<file path="config.mk">
export PLATFORM = sky130hd
export DESIGN_NAME = rsa_avalon_wrapper
export DESIGN_NICKNAME = d
export VERILOG_FILES = /design/src/rtl/rsa_avalon_wrapper.sv
export SDC_FILE = /design/constraint.sdc
export NUM_CORES = 2
export LEC_CHECK = 0
export ABC_AREA = 1
export BUFFER_PORTS_ARGS = -buffer_cell sky130_fd_sc_hd__buf_2
export CELL_PAD_IN_SITES_DETAIL_PLACEMENT = 0
export CELL_PAD_IN_SITES_GLOBAL_PLACEMENT = 1
export CORE_AREA = 4 4 425 427
export DETAILED_ROUTE_END_ITERATION = 16
export DIE_AREA = 0 0 429 431
export PLACE_DENSITY_LB_ADDON = 0.12
export SLEW_MARGIN = 20
export SYNTH_ARGS = -nofsm -noshare
export SYNTH_HDL_FRONTEND = slang
export SYNTH_SLANG_ARGS = --single-unit
</file>
<file path="constraint.sdc">
create_clock -name i_clk -period 1.73 [get_ports i_clk]
set_input_delay 0.346 -clock i_clk [delete_from_list [all_inputs] [get_ports i_clk]]
set_output_delay 0.346 -clock i_clk [all_outputs]
set_load 0.01 [all_outputs]
</file>
<file path="src/rtl/rsa_avalon_wrapper.sv">
// ============================================================================
// rsa_avalon_wrapper
// Avalon-MM UART master that feeds an RSA modular-exponentiation core.
// Option: RSA_WRAPPER_FULL_BLOCK_EN sends 32 result bytes instead of 31.
// Revision: 1.0
// ============================================================================
`default_nettype none

module rsa_avalon_wrapper #(
  parameter int unsigned RX_BASE     = 0,
  parameter int unsigned TX_BASE     = 4,
  parameter int unsigned STATUS_BASE = 8,
  parameter int unsigned RX_OK_BIT   = 7,
  parameter int unsigned TX_OK_BIT   = 6
) (
  input  logic         i_clk,
  input  logic         i_rst_n,
  output logic [4:0]   avm_address,
  output logic         avm_read,
  input  logic [31:0]  avm_readdata,
  output logic         avm_write,
  output logic [31:0]  avm_writedata,
  input  logic         avm_waitrequest,
  output logic         o_core_start,
  output logic [255:0] o_core_a,
  output logic [255:0] o_core_e,
  output logic [255:0] o_core_n,
  input  logic [255:0] i_core_a_pow_e,
  input  logic         i_core_finished
);

  localparam logic [2:0] c_QUERY_RX = 3'd0;
  localparam logic [2:0] c_READ     = 3'd1;
  localparam logic [2:0] c_START    = 3'd2;
  localparam logic [2:0] c_WAIT     = 3'd3;
  localparam logic [2:0] c_QUERY_TX = 3'd4;
  localparam logic [2:0] c_WRITE    = 3'd5;

  localparam logic [4:0] c_RX_ADDR     = 5'(RX_BASE);
  localparam logic [4:0] c_TX_ADDR     = 5'(TX_BASE);
  localparam logic [4:0] c_STATUS_ADDR = 5'(STATUS_BASE);

`ifdef RSA_WRAPPER_FULL_BLOCK_EN
  localparam logic [5:0] c_LAST_TX = 6'd31;
`else
  localparam logic [5:0] c_LAST_TX = 6'd30;
`endif

  logic [2:0]   r_state;
  logic [5:0]   r_cnt;
  logic         r_key_loaded;
  logic         r_wait_armed;
  logic [255:0] r_n;
  logic [255:0] r_e;
  logic [255:0] r_a;
  logic [255:0] r_result;
  logic         r_avm_read;
  logic         r_avm_write;
  logic [4:0]   r_avm_address;
  logic [31:0]  r_avm_writedata;
  logic         r_core_start;

  logic [7:0]   w_rx_byte;
  logic [7:0]   w_tx_byte;
  logic         w_unused;

  assign w_rx_byte = avm_readdata[7:0];
`ifdef RSA_WRAPPER_FULL_BLOCK_EN
  assign w_tx_byte = r_result[255:248];
`else
  assign w_tx_byte = r_result[247:240];
`endif
  assign w_unused  = ^{avm_readdata[31:8], r_result[255:248]};

  // Avalon strobes are registered and dropped after every completed transfer,
  // so address/data only change while no request is outstanding.
  always_ff @(posedge i_clk) begin
    if (!i_rst_n) begin
      r_state         <= c_QUERY_RX;
      r_cnt           <= 6'd0;
      r_key_loaded    <= 1'b0;
      r_wait_armed    <= 1'b0;
      r_n             <= '0;
      r_e             <= '0;
      r_a             <= '0;
      r_result        <= '0;
      r_avm_read      <= 1'b0;
      r_avm_write     <= 1'b0;
      r_avm_address   <= c_STATUS_ADDR;
      r_avm_writedata <= '0;
      r_core_start    <= 1'b0;
    end else begin
      r_core_start <= 1'b0;
      case (r_state)
        c_QUERY_RX: begin
          if (!r_avm_read) begin
            r_avm_read    <= 1'b1;
            r_avm_address <= c_STATUS_ADDR;
          end else if (!avm_waitrequest) begin
            r_avm_read <= 1'b0;
            if (avm_readdata[RX_OK_BIT]) r_state <= c_READ;
          end
        end
        c_READ: begin
          if (!r_avm_read) begin
            r_avm_read    <= 1'b1;
            r_avm_address <= c_RX_ADDR;
          end else if (!avm_waitrequest) begin
            r_avm_read <= 1'b0;
            if (!r_key_loaded) begin
              // Key phase: counter runs 0..63, upper half routes to e.
              if (!r_cnt[5]) r_n <= {r_n[247:0], w_rx_byte};
              else           r_e <= {r_e[247:0], w_rx_byte};
              r_cnt <= r_cnt + 6'd1;
              if (r_cnt == 6'd63) r_key_loaded <= 1'b1;
              r_state <= c_QUERY_RX;
            end else begin
              r_a <= {r_a[247:0], w_rx_byte};
              if (r_cnt == 6'd31) begin
                r_cnt        <= 6'd0;
                r_core_start <= 1'b1;
                r_state      <= c_START;
              end else begin
                r_cnt   <= r_cnt + 6'd1;
                r_state <= c_QUERY_RX;
              end
            end
          end
        end
        c_START: begin
          r_wait_armed <= 1'b0;
          r_state      <= c_WAIT;
        end
        c_WAIT: begin
          // The core still reports idle during the first WAIT cycle.
          if (!r_wait_armed) begin
            r_wait_armed <= 1'b1;
          end else if (i_core_finished) begin
            r_result <= i_core_a_pow_e;
            r_state  <= c_QUERY_TX;
          end
        end
        c_QUERY_TX: begin
          if (!r_avm_read) begin
            r_avm_read    <= 1'b1;
            r_avm_address <= c_STATUS_ADDR;
          end else if (!avm_waitrequest) begin
            r_avm_read <= 1'b0;
            if (avm_readdata[TX_OK_BIT]) r_state <= c_WRITE;
          end
        end
        c_WRITE: begin
          if (!r_avm_write) begin
            r_avm_write     <= 1'b1;
            r_avm_address   <= c_TX_ADDR;
            r_avm_writedata <= {24'd0, w_tx_byte};
          end else if (!avm_waitrequest) begin
            r_avm_write <= 1'b0;
            r_result    <= r_result << 8;
            if (r_cnt == c_LAST_TX) begin
              r_cnt   <= 6'd0;
              r_state <= c_QUERY_RX;
            end else begin
              r_cnt   <= r_cnt + 6'd1;
              r_state <= c_QUERY_TX;
            end
          end
        end
        default: r_state <= c_QUERY_RX;
      endcase
    end
  end

  assign avm_address   = r_avm_address;
  assign avm_read      = r_avm_read;
  assign avm_write     = r_avm_write;
  assign avm_writedata = r_avm_writedata;
  assign o_core_start  = r_core_start;
  assign o_core_a      = r_a;
  assign o_core_e      = r_e;
  assign o_core_n      = r_n;

endmodule

`default_nettype wire
</file>
Yosys cells after proc, flatten, opt, wreduce, memory -nomap -nowiden --
Cells that the tools add are included.
Storage, ports and cells: input bits 292, flip-flop bits (word level) 1043, logic and storage cells 101, output and inout bits 808
Cells by class: add/sub/neg operators 1, reduce and logical (&&, ||, !) cells 17, mux-type cells 40, bitwise gates (word level) 7, eq/ne operators 23
Operators with widths (number):
- $mux W248 | 4
- $pmux W248 S2 | 1
- $mux W6 | 7
- $mux W3 | 13
- $ne A2 B2 Y1 const B | 15
- $reduce_and A5 Y1 | 4
- $pmux W3 S6 | 1
- $mux W5 | 3
- $pmux W5 S3 | 1
- $eq A6 B5 Y1 const B | 2
- $pmux W6 S2 | 1
- $reduce_and A12 Y1 | 1
- $reduce_and A4 Y1 | 2
- $not A1 Y1 | 7
- $add A6 B1 Y6 const B | 1
- $eq A3 B2 Y1 const B | 2
- $eq A3 B3 Y1 const B | 2
- $eq A6 B6 Y1 const B | 1
- $mux W1 | 6
- $reduce_bool A2 Y1 | 3
- $reduce_or A5 Y1 | 1
- $mux W2 | 2
- $eq A3 B1 Y1 const B | 1
- $logic_not A3 Y1 | 1
- other kinds (6) | 6

Depth between registers and ports, before layout --
depth after elaboration 6, gate-level depth with buffers 12, mapped depth without buffers 9

Least setup slack after synthesis --
No wires, ideal clock.
kind reg-to-reg, start register r_avm_read, in the netlist avm_read, end register r_n[162], in the netlist o_core_n[162], cell stages (with the launch flop) 10, path buffers 2, setup slack 0.109 ns, clock period less this slack 1.621 ns, required time 1.614 ns, library setup time 0.116 ns, arrival 1.505 ns, cells stage by stage dfxtp_1 inv_1 nor2_1 nand2_4 inv_2 nand3_2 buf_2 clkbuf_1 o21ai_0 nor2_1
On the way: cells in the longest elaborated chain, start to end 1
Ends and longest elaborated chain:
- start: declaration | RTL line 57 | logic r_avm_read;
- start signal: assignment | RTL line 87 | r_avm_read <= 1'b0;
- start signal: assignment | RTL line 97 | r_avm_read <= 1'b1;
- start signal: assignment | RTL line 100 | r_avm_read <= 1'b0;
- $reduce_and A5 Y1 (no line)
- end signal: assignment | RTL line 112 | if (!r_cnt[5]) r_n <= {r_n[247:0], w_rx_byte};
- end: declaration | RTL line 53 | logic [255:0] r_n;
Every way passes these cells. A chain may end at the register's enable or synchronous reset.

Worst setup path in the final report --
start register r_state[1], end register r_e[237], in the netlist o_core_e[237]
On the way: cells in the longest elaborated chain, start to end 2
Ends and longest elaborated chain:
- start: declaration | RTL line 49 | logic [2:0] r_state;
- start signal: assignment | RTL line 79 | r_state <= c_QUERY_RX;
- start signal: assignment | RTL line 101 | if (avm_readdata[RX_OK_BIT]) r_state <= c_READ;
- start signal: assignment | RTL line 116 | r_state <= c_QUERY_RX;
- $eq A3 B1 Y1 | RTL line 94 | case (r_state)
- $reduce_and A5 Y1 (no line)
- end signal: assignment | RTL line 113 | else r_e <= {r_e[247:0], w_rx_byte};
- end: declaration | RTL line 54 | logic [255:0] r_e;
Every way passes these cells.

==> flow_metrics.py <==
metrics = {
    "clocking": {
        "htree_levels": 4,
        "clockRootBuffer": "clkbuf_16",
        "cts_made_buffers": 133,
        "clock_path_buffers": 3,
        "clock-sinks": 1040,
        "clk_pin_slew_ps": 60,
        "clk_latency_ps": 790,
        "cts_tree": "done",
    },
    "sta": {
        "period_minus_slack_ps": 1810,
        "period_share_pct": 104,
        "relSlewSlack_pct": 41.9,
        "finalWorstSetupSlack_ps": -77.2,
        "fmax_mhz": 553,
        "setup_viol": 178,
        "tightest_slew_ps": 872,
        "skew_ps": 42.6,
        "hold_viol_final": 0,
        "whs_ps": 72.0,
        "slew_viol_final": 0,
        "rsz0062_at_grt": "true",
    },
    "floorplan": {
        "die_x_um": 429,
        "dieHeight_um": 431,
        "io_pins": 1100,
        "core_area_um2": 176000,
        "die_area_um2": 185000,
        "initial_core_util_pct": 23.1,
        "rows": 154,
    },
    "synth": {
        "synth_area_per_cell_um2": 7.17,
        "synth_area_um2": 40700,
        "muxShareOfSynthArea_pct": 0,
        "synth_adder_area_share_pct": 0.0614,
        "synth_top_family_by_area": "simple AND/OR/NAND/NOR gates",
        "synth_compound_area_share_pct": 12.9,
        "synthXorXnorAreaFrac_pct": 0.0215,
        "yosys.area_share.simple_pct": 28.2,
        "synth_seq_cells": 1040,
        "synth-seq-area-share_pct": 51.1,
        "ys_warn_count": 0,
        "yosys.cell_types.count": 26,
        "synthesis.instances": 5681,
    },
    "global_route": {
        "grt_start_max_net_pins": 150,
        "grt.total_usage_pct": 19.4,
        "grt_pass1_wl_um": 274000,
        "grt_pass1_vias": 40015,
        "antenna_found_initial": 18,
        "gr-total-overflow": 0,
    },
    "finish": {
        "layout-drive-gt1-share_pct": 30.8,
        "nets": 7332,
        "final_area_um2": 61300,
        "syn2layout_area_growth_pct": 50.6,
    },
    "outcome": {
        "failed_checks": "negative setup slack",
        "outcome": "finished, violations left",
    },
    "detailed_routing": {
        "avgRoutedWirePerCell_um": 20.3,
        "viasPerCell": 4.40,
        "final_antenna_net_count": 0,
        "via_count": 41709,
        "drt_iter0_markers": 2531,
        "drc": 0,
        "dr.pass1.iters": 7,
        "finalWirelength_um": 193000,
    },
    "setup_path": {
        "criticalPathCategory": "register to register",
        "arrival_ps": 2510,
        "cp_data_required_time_ps": 2430,
        "cp-end-kind": "register",
        "cp_max_fo": 21,
        "cp-start-kind": "register",
    },
    "pwr": {
        "power.density_nw_per_um2": 918,
        "p_sw_uw": 13800,
        "p_int_uw": 42500,
        "power_frac_seq_pct": 43.3,
        "power_leakage_uw": 0.0295,
        "clockPowerShare_pct": 50.1,
        "p_comb_share_pct": 6.6,
        "sw_frac_of_total_pct": 24.5,
        "peakVddDrop_v": 0.000900,
    },
    "job": {
        "maxCapViolCount": 0,
    },
    "placement": {
        "gp_congestion": 0.826,
        "hpwl_um": 135000,
        "postPlaceCellArea_um2": 50100,
        "port_buffers": 1040,
    },
    "hold_path": {
        "worstHoldPathType": "input pin to register",
    },
}
[cells in the final DEF (no fill, tap or decap), drive strengths merged, types with 2 or more instances in the layout]
cell / synthesis / routed
nor2: 1787 / 1787
buf: 183 / 1391
dfxtp: 1040 / 1040
o21ai: 1016 / 1016
nand2: 775 / 775
inv: 259 / 267
dlygate4sd3: 0 / 256
nor4: 255 / 255
clkbuf: 296 / 220
a21oi: 28 / 28
conb: 1 / 27
clkinv: 0 / 22
nand4: 17 / 17
nand3: 15 / 15
bufinv: 0 / 7
diode: 0 / 6
nor3: 5 / 5
ha: 2 / 2
clkinvlp: 0 / 2
[cells by family (layout without fill, tap and decap cells)]
family	Yosys count	in the layout
other	1	33
XOR/XNOR	1	1
flip-flops	1040	1040
buffers and inverters	738	2166
adder cells (fa/ha/maj)	2	2
AND/OR/NAND/NOR	2854	2854
AO/OA/AOI/OAI	1045	1045
[path summary, 6_finish.rpt]
| path | slack [ps] | depth (start not counted) | end | from |
|---|---|---|---|---|
| min | 70 | 5 | r_result[49]$_SDFFE_PN0P_ | i_core_a_pow_e[49] |
| max reg2reg | -80 | 11 | o_core_e[237]$_SDFFE_PN0P_ | r_state[1]$_SDFFE_PN0P_ |
| max | -80 | 11 | o_core_e[237]$_SDFFE_PN0P_ | r_state[1]$_SDFFE_PN0P_ |
| min reg2reg | 460 | 2 | r_result[2]$_SDFFE_PN0P_ | r_result[2]$_SDFFE_PN0P_ |
[synth_stat cells]
library cell	number	area [um2]
buf_6	3	33.8
clkbuf_1	296	1110
nor3_4	1	16.3
nor3_1	4	20.0
inv_1	254	953
nand2_1	773	2900
xor2_1	1	8.76
a211oi_1	1	7.51
dfxtp_1	1040	20800
conb_1	1	3.75
buf_2	115	576
nand3_1	11	55.1
a21oi_1	28	140
nor2_1	1784	6700
nor4_1	255	1600
o21ai_1	54	270
nand2_4	2	22.5
nand4_1	17	106
inv_2	5	18.8
o21ai_0	961	4810
buf_1	12	45.0
nand3_2	4	40.0
o21ai_4	1	16.3
ha_1	2	25.0
nor2_4	3	33.8
buf_4	53	398
[flip-flops by register name (all words and copies together), names as in the netlist]
name / flops
o_core_a: 256
o_core_e: 256
o_core_n: 256
r_result: 248
avm_writedata: 8
r_cnt: 6
r_state: 3
avm_address: 2
avm_read: 1
avm_write: 1
o_core_start: 1
r_key_loaded: 1
r_wait_armed: 1
[power by group through the flow]
stage                     clock [uW]  sequential, uW  combinational, uW
after floorplan                    0           25000               1470
after global placement             0           25000               2930
after detailed placement           0           25000               2920
after CTS                      29200           24300               3590
after global routing           30000           24400               4080
final                          28200           24300               3710
[through the flow]
stage	setup slack, ps	cells	total power, uW	TNS [ps]	utilization [%]
floorplan	109	5707	26400	0	-
global placement	-338	8880	27900	-75660	28.5
detailed placement	-330	8880	27900	-75660	28.5
CTS	-52.0	9432	57100	-1240	34.1
global route	-180	9481	58500	-50170	34.8
finish	-77.2	9481	56300	-3620	34.8
[final cells by class]
class	count	area (um2)
well taps	2340	2930
clock inverters	37	520
diodes	6	15.0
repair inverters	2	60.1
repair buffers	1673	14000
clock buffers	195	3870
fillers	18964	115000
inverters	259	1020
flip-flops and latches	1040	21600
multi-input cells	3929	17200
[layer usage]
layer | part of all wire (%) | vias up | track usage, %
li1 | - | 20973 | -
met5 | 0 | - | 0
met4 | 2.7 | 0 | 5.74
met2 | 49 | 890 | 33.2
met3 | 4.6 | 243 | 4.11
met1 | 44 | 19603 | 24.5
[critical path, cell delays in order, from the launching register on]
cell and delay, ps:
dfxtp_2 340, inv_4 70, nand2_4 60, nor2_4 150
nand2_8 90, buf_12 150, nor3_4 190, buf_4 170
buf_12 130, clkbuf_16 190, o21ai_1 70, nor2_1 120
[what timing repair did]
item / in CTS / in global routing
hold endpoints to repair: 279 / 0
endpoints found under the setup margin: 1053 / 836
hold buffers: 256 / 0
gates cloned: 6 / 31
gates resized for setup: 1081 / 165
buffers inserted: 58 / 12
pin swaps: 2 / 15
(Power assumes the default switching activity.)
